<file path="config.mk">
export PLATFORM = sky130hd
export DESIGN_NAME = ship_position_ctrl
export DESIGN_NICKNAME = d
export VERILOG_FILES = /design/src/rtl/ship_pkg.sv /design/src/rtl/axis_step.sv /design/src/rtl/ship_position_ctrl.sv
export SDC_FILE = /design/constraint.sdc
export NUM_CORES = 1
export LEC_CHECK = 0
export BUFFER_PORTS_ARGS = -buffer_cell sky130_fd_sc_hd__buf_4
export CAP_MARGIN = 20
export CORE_ASPECT_RATIO = 2
export CORE_MARGIN = 8
export CORE_UTILIZATION = 40
export DETAILED_ROUTE_END_ITERATION = 12
export HOLD_SLACK_MARGIN = 0.15
export PLACE_DENSITY = 0.66
export SYNTH_ARGS = -nofsm -noshare
export SYNTH_HDL_FRONTEND = slang
export SYNTH_SLANG_ARGS = --single-unit
</file>
<file path="constraint.sdc">
create_clock -name clk_pix -period 9.6 [get_ports clk_pix]
set_input_delay 1.92 -clock clk_pix [delete_from_list [all_inputs] [get_ports clk_pix]]
set_output_delay 1.92 -clock clk_pix [all_outputs]
set_load 0.02 [all_outputs]
</file>
<file path="src/rtl/ship_pkg.sv">
// ship_pkg: shared types and default constants for the spaceship position
// controller (FSM state encoding, motion tuning defaults, step width).
package ship_pkg;

    typedef enum logic [1:0] {
        IDLE   = 2'd0,
        CALC_X = 2'd1,
        CALC_Y = 2'd2,
        COMMIT = 2'd3
    } ship_state_t;

    localparam int DEADZONE   = 64;
    localparam int STEP_SHIFT = 6;
    localparam int MAX_STEP   = 8;
    localparam int X_INIT     = 300;
    localparam int Y_INIT     = 240;

    // Wide enough to hold MAX_STEP.
    localparam int STEP_W     = 4;

endpackage

</file>
<file path="src/rtl/axis_step.sv">
// axis_step: converts one signed tilt sample into a per-frame step.
//   a_i    : signed 16-bit tilt sample
//   step_o : step magnitude in pixels (0 inside the dead zone, capped at MAX_STEP)
//   neg_o  : sign of the tilt (1 = negative)
// Purely combinational: abs -> dead zone -> shift -> saturate.
module axis_step
    import ship_pkg::*;
#(
    parameter int DEADZONE_P   = DEADZONE,
    parameter int STEP_SHIFT_P = STEP_SHIFT,
    parameter int MAX_STEP_P   = MAX_STEP
) (
    input  logic signed [15:0]       a_i,
    output logic        [STEP_W-1:0] step_o,
    output logic                     neg_o
);

    // -32768 has no positive counterpart; pin it to the largest magnitude.
    function automatic logic [15:0] abs_sat(input logic signed [15:0] a);
        if (a == 16'sh8000) begin
            return 16'h7fff;
        end else if (a < 0) begin
            return $unsigned(-a);
        end else begin
            return $unsigned(a);
        end
    endfunction

    function automatic logic [STEP_W-1:0] sat_step(input logic [15:0] raw);
        if (raw > 16'(MAX_STEP_P)) begin
            return STEP_W'(MAX_STEP_P);
        end else begin
            return raw[STEP_W-1:0];
        end
    endfunction

    logic [15:0] mag;

    always_comb begin
        mag    = abs_sat(a_i);
        step_o = '0;
        if (mag >= 16'(DEADZONE_P)) begin
            step_o = sat_step(((mag - 16'(DEADZONE_P)) >> STEP_SHIFT_P) + 16'd1);
        end
        neg_o  = a_i[15];
    end

endmodule

</file>
<file path="src/rtl/ship_position_ctrl.sv">
// ship_position_ctrl: updates the spaceship sprite position once per frame
// from latched accelerometer tilt.
//   clk_pix      : pixel clock
//   rst          : synchronous active-high reset
//   frame        : start-of-frame pulse; starts one update when idle
//   sample_valid : strobe qualifying accel_x / accel_y
//   accel_x/y    : signed tilt (+x moves right, +y moves up)
//   freeze       : hold position during the commit
//   ship_x/y     : sprite top-left corner
//   moving       : last commit changed the position
//   at_edge      : {bottom, top, right, left} limit flags of committed position
module ship_position_ctrl
    import ship_pkg::*;
#(
    parameter int H_RES        = 640,
    parameter int V_RES        = 480,
    parameter int SCREEN_CORDW = 16,
    parameter int SPRITE_W     = 34,
    parameter int SPRITE_H     = 36,
    parameter int X_INIT_P     = X_INIT,
    parameter int Y_INIT_P     = Y_INIT,
    parameter int DEADZONE_P   = DEADZONE,
    parameter int STEP_SHIFT_P = STEP_SHIFT,
    parameter int MAX_STEP_P   = MAX_STEP
) (
    input  logic                    clk_pix,
    input  logic                    rst,
    input  logic                    frame,
    input  logic                    sample_valid,
    input  logic signed [15:0]      accel_x,
    input  logic signed [15:0]      accel_y,
    input  logic                    freeze,
    output logic [SCREEN_CORDW-1:0] ship_x,
    output logic [SCREEN_CORDW-1:0] ship_y,
    output logic                    moving,
    output logic [3:0]              at_edge
);

    localparam int CW = SCREEN_CORDW;
    localparam logic [CW-1:0] X_MAX = CW'(H_RES - SPRITE_W);
    localparam logic [CW-1:0] Y_MAX = CW'(V_RES - SPRITE_H);

    // Two guard bits so over/underflow is visible before clamping.
    function automatic logic [CW-1:0] clamp(input logic signed [CW+1:0] v,
                                            input logic [CW-1:0] hi);
        if (v < 0) begin
            return '0;
        end else if (v > $signed({2'b00, hi})) begin
            return hi;
        end else begin
            return v[CW-1:0];
        end
    endfunction

    ship_state_t state_q, state_d;

    logic signed [15:0] lat_x_q, lat_y_q;
    logic signed [15:0] wrk_x_q, wrk_y_q;
    logic [CW-1:0]      nx_q, ny_q;
    logic [CW-1:0]      ship_x_q, ship_y_q;
    logic               moving_q;
    logic [3:0]         at_edge_q;

    logic signed [15:0]       axis_in;
    logic [STEP_W-1:0]        step;
    logic                     step_neg;
    logic signed [CW+1:0]     delta;
    logic signed [CW+1:0]     cand_x, cand_y;
    logic [CW-1:0]            fin_x, fin_y;

    // One step unit shared by both axes.
    assign axis_in = (state_q == CALC_Y) ? wrk_y_q : wrk_x_q;

    axis_step #(
        .DEADZONE_P  (DEADZONE_P),
        .STEP_SHIFT_P(STEP_SHIFT_P),
        .MAX_STEP_P  (MAX_STEP_P)
    ) u_axis_step (
        .a_i   (axis_in),
        .step_o(step),
        .neg_o (step_neg)
    );

    always_comb begin
        delta  = $signed({{(CW+2-STEP_W){1'b0}}, step});
        if (step_neg) begin
            delta = -delta;
        end
        cand_x = $signed({2'b00, ship_x_q}) + delta;
        // Screen y grows downwards, so positive tilt subtracts.
        cand_y = $signed({2'b00, ship_y_q}) - delta;
        fin_x  = freeze ? ship_x_q : nx_q;
        fin_y  = freeze ? ship_y_q : ny_q;
    end

    always_comb begin
        state_d = state_q;
        case (state_q)
            IDLE:    if (frame) state_d = CALC_X;
            CALC_X:  state_d = CALC_Y;
            CALC_Y:  state_d = COMMIT;
            COMMIT:  state_d = IDLE;
            default: state_d = IDLE;
        endcase
    end

    always_ff @(posedge clk_pix) begin
        if (rst) begin
            state_q   <= IDLE;
            lat_x_q   <= '0;
            lat_y_q   <= '0;
            ship_x_q  <= CW'(X_INIT_P);
            ship_y_q  <= CW'(Y_INIT_P);
            moving_q  <= 1'b0;
            at_edge_q <= '0;
        end else begin
            state_q <= state_d;
            if (sample_valid) begin
                lat_x_q <= accel_x;
                lat_y_q <= accel_y;
            end
            if (state_q == COMMIT) begin
                ship_x_q  <= fin_x;
                ship_y_q  <= fin_y;
                moving_q  <= (fin_x != ship_x_q) || (fin_y != ship_y_q);
                at_edge_q <= {fin_y == Y_MAX, fin_y == '0, fin_x == X_MAX, fin_x == '0};
            end
        end
    end

    // Working registers: snapshot taken from the previous latch contents, so a
    // sample arriving with the frame pulse serves the following frame.
    always_ff @(posedge clk_pix) begin
        if (state_q == IDLE && frame) begin
            wrk_x_q <= lat_x_q;
            wrk_y_q <= lat_y_q;
        end
        if (state_q == CALC_X) nx_q <= clamp(cand_x, X_MAX);
        if (state_q == CALC_Y) ny_q <= clamp(cand_y, Y_MAX);
    end

    assign ship_x  = ship_x_q;
    assign ship_y  = ship_y_q;
    assign moving  = moving_q;
    assign at_edge = at_edge_q;

endmodule

</file>
==> impl_metrics.toml <==
[logic_synthesis]
synth_cells = 852
ys_seq_elements = 135
avgSynthCellArea_um2 = 9.53
synth_ff_type = "dfxtp_1"
synth_area_um2 = 8120
synth-edff-count = 64
ys_warn_count = 0
ys_types = 79
async_flop_share_pct = 0
seq_area_frac_synth_pct = 41.2

[final_layout]
finalInstanceArea_um2 = 9530
area_growth_pct = 17.4
drive_gt1_share_pct = 16.1
ff_latch_area_um2 = 3340
finalNonFillerCells = 1212
final_nets = 1014
n_antenna_cell = 0
multi_input_area_um2 = 4570
fillers = 1965
utilization_pct = 47.2

[pwr]
p_int_mw = 1.48
p_sw_share_pct = 41.1
powerDensity_nw_per_um2 = 264
pwr-share-seq_pct = 32.6
irDropWorstVdd_v = 0.000171
leakagePower_nw = 3.68
clkPwrFrac_pct = 24.9
comb_power_share_pct = 42.5
power_mw = 2.51
power.switching_mw = 1.03

[placed_design]
dpl-instance-area_um2 = 8970
placed_cells = 1180
port_buffers = 73
hpwl_mm = 15.9
place_ws_ns = 1.01
gp_congestion = 0.907

[floorplanning]
fp-row-count = 74
dieArea_um2 = 25400
die_w_um = 117
ios = 74
start_util_pct = 40.2
core_area_um2 = 20200
dieHeight_um = 217

[routing]
vias_per_cell = 5.54
wl_per_cell_um = 17.9
vias = 6710
drcViolationCount = 0
wl_mm = 21.7
drt_iter0_drc = 510
ant_nets = 0
drtPass1Iterations = 7

[cts]
clk_pin_slew_worst_paths_ns = 0.07
cts_tree = "built"
cts_made_buffers = 17
hold_buffers = 0
cts-root-buf = "clkbuf_16"
htreeDepth = 4
cts_resized = 0
clk_latency_ns = 0.43
clk_path_buf_depth = 2
postCtsSetupRepairBufs = 0
clock-sinks = 135

[global_routing]
antenna_found_initial = 0
grt-ovfl-total = 0
grt_pass1_wl_mm = 34.6
grt_pass1_vias = 6771
grt_usage_pct = 17.5
grt_start_max_net_pins = 72

[sta]
setup_viol = 0
rsz0062_at_grt = "no"
setup_tns_ns = 0
maxSlewViolCount = 0
skew_ns = 0.00976
holdWs_ns = 0.430
worst_pin_slew_ns = 0.913
fin_crit_sh_pct = 90.1
period_needed_ns = 8.65
finalHoldViolations = 0
max_slew_margin_pct = 38.9
setup_ws_ns = 0.949
max_freq_mhz = 116

[setup_path]
cp-end-kind = "flop"
crit_required_ns = 9.88
critical_path_peak_fanout = 12
path_class = "flop to flop"
slowest_delay_ns = 0.53
cp_slowest_cell = "o41ai_1"
critPathLaunchType = "flop"
crit_arrival_ns = 8.93
crit_buf_inv = 5
cpLargestDelayFamily = "compound AO/OA/AOI/OAI gates"

[job]
max_cap_violations = 0

[worst_hold_path]
min_path_type = "flop to flop"

[outcome]
status = "finished clean"
cells in the final DEF (no fill, tap or decap), drive strengths merged, types with 6 or more instances in the layout:
cell type | synthesis | final
a211oi | 6 | 6
a21o | 14 | 14
a21oi | 61 | 61
buf | 10 | 81
clkbuf | 21 | 17
conb | 1 | 13
dfxtp | 71 | 71
edfxtp | 64 | 64
ha | 42 | 42
inv | 31 | 40
mux2 | 10 | 10
mux2i | 50 | 50
nand2 | 98 | 98
nand2b | 9 | 9
nand3 | 15 | 15
nand3b | 14 | 14
nand4 | 15 | 15
nor2 | 72 | 72
nor2b | 10 | 10
nor3 | 25 | 25
nor3b | 13 | 13
nor4 | 25 | 25
o21ai | 33 | 33
xnor2 | 32 | 32
xor2 | 27 | 27
per-layer routing:
| metal | GRT usage (%) | wire, um | up-vias |
|---|---|---|---|
| met5 | 0 | 0 | - |
| met1 | 21.4 | 9210 | 3166 |
| li1 | - | - | 3276 |
| met4 | 7.91 | 764 | 0 |
| met3 | 3.30 | 1190 | 49 |
| met2 | 29.1 | 10500 | 219 |
flip-flops by register name (all words and copies together) (netlist names), 4 cells and up:
register and flops:
ship_x 16, nx_q 16, ny_q 16, lat_x_q 16, lat_y_q 16, wrk_y_q 16
wrk_x_q 16, ship_y 16, at_edge 4
cell type report:
type,instances,share of cell area [%]
Clock buffer,17,4.46
Tap cell,266,3.49
Multi-Input combinational cell,667,47.9
Clock inverter,15,1.43
Inverter,31,1.22
Sequential cell,135,35.1
Timing Repair Buffer,81,6.38
worst register-to-register path: cells and delay by family (launching register included):
family | cells | cell delay (ns)
AO/OA/AOI/OAI | 14 | 3.32
XOR/XNOR | 1 | 0.20
adder cells (fa/ha/maj) | 5 | 1.44
buffers and inverters | 5 | 0.73
flip-flops | 1 | 0.33
multiplexers | 2 | 0.81
AND/OR/NAND/NOR | 7 | 1.66
synth_stat cells (9+ instances only):
cell type,count,area [um^2]
nand2_1,98,368
o21ai_0,30,150
ha_1,42,526
dfxtp_1,71,1420
nor2b_1,10,62.6
xor2_1,27,236
mux2_2,9,101
edfxtp_1,64,1920
nor2_1,72,270
nand3b_1,14,105
nor3_1,24,120
nand2b_1,9,56.3
nand4_1,15,93.8
inv_1,31,116
a21o_1,14,105
mux2i_1,50,500
xnor2_1,32,280
clkbuf_1,21,78.8
nor4_1,21,131
a21oi_1,60,300
nand3_1,15,75.1
logic make-up (layout without fill, tap and decap cells):
| family | Yosys count | count (layout) | share of synthesized area (%) |
|---|---|---|---|
| buffers and inverters | 62 | 144 | 3.17 |
| xor gates and xnor gates | 59 | 59 | 6.36 |
| and+or+nand+nor | 317 | 317 | 20.7 |
| DFF | 135 | 135 | 41.2 |
| other | 1 | 13 | 0.0462 |
| muxes | 60 | 60 | 7.60 |
| adders and majority gates | 44 | 44 | 6.97 |
| AOI/OAI and AO/OA | 174 | 174 | 14.0 |
power groups by stage:
stage	sequential, mW	combinational, mW	clock (mW)
finish	0.820	1.07	0.627
CTS	0.818	1.06	0.641
floorplan	0.804	0.818	0
global route	0.831	1.18	0.661
global placement	0.829	1.04	0
detailed placement	0.828	1.06	0
final timing paths:
check | start | cells past startpoint | endpoint | slack [ns]
hold / removal | lat_x_q[1]$_SDFFE_PP0P_ | 0 | wrk_x_q[1]$_DFFE_PP_ | 0.43
hold reg to reg | lat_x_q[1]$_SDFFE_PP0P_ | 0 | wrk_x_q[1]$_DFFE_PP_ | 0.43
setup / recovery | state_q[0]$_SDFFE_PP0P_ | 34 | nx_q[8]$_SDFFCE_PP0N_ | 0.95
setup reg to reg | state_q[0]$_SDFFE_PP0P_ | 34 | nx_q[8]$_SDFFCE_PP0N_ | 0.95
Power figures use the tool's default switching activity.
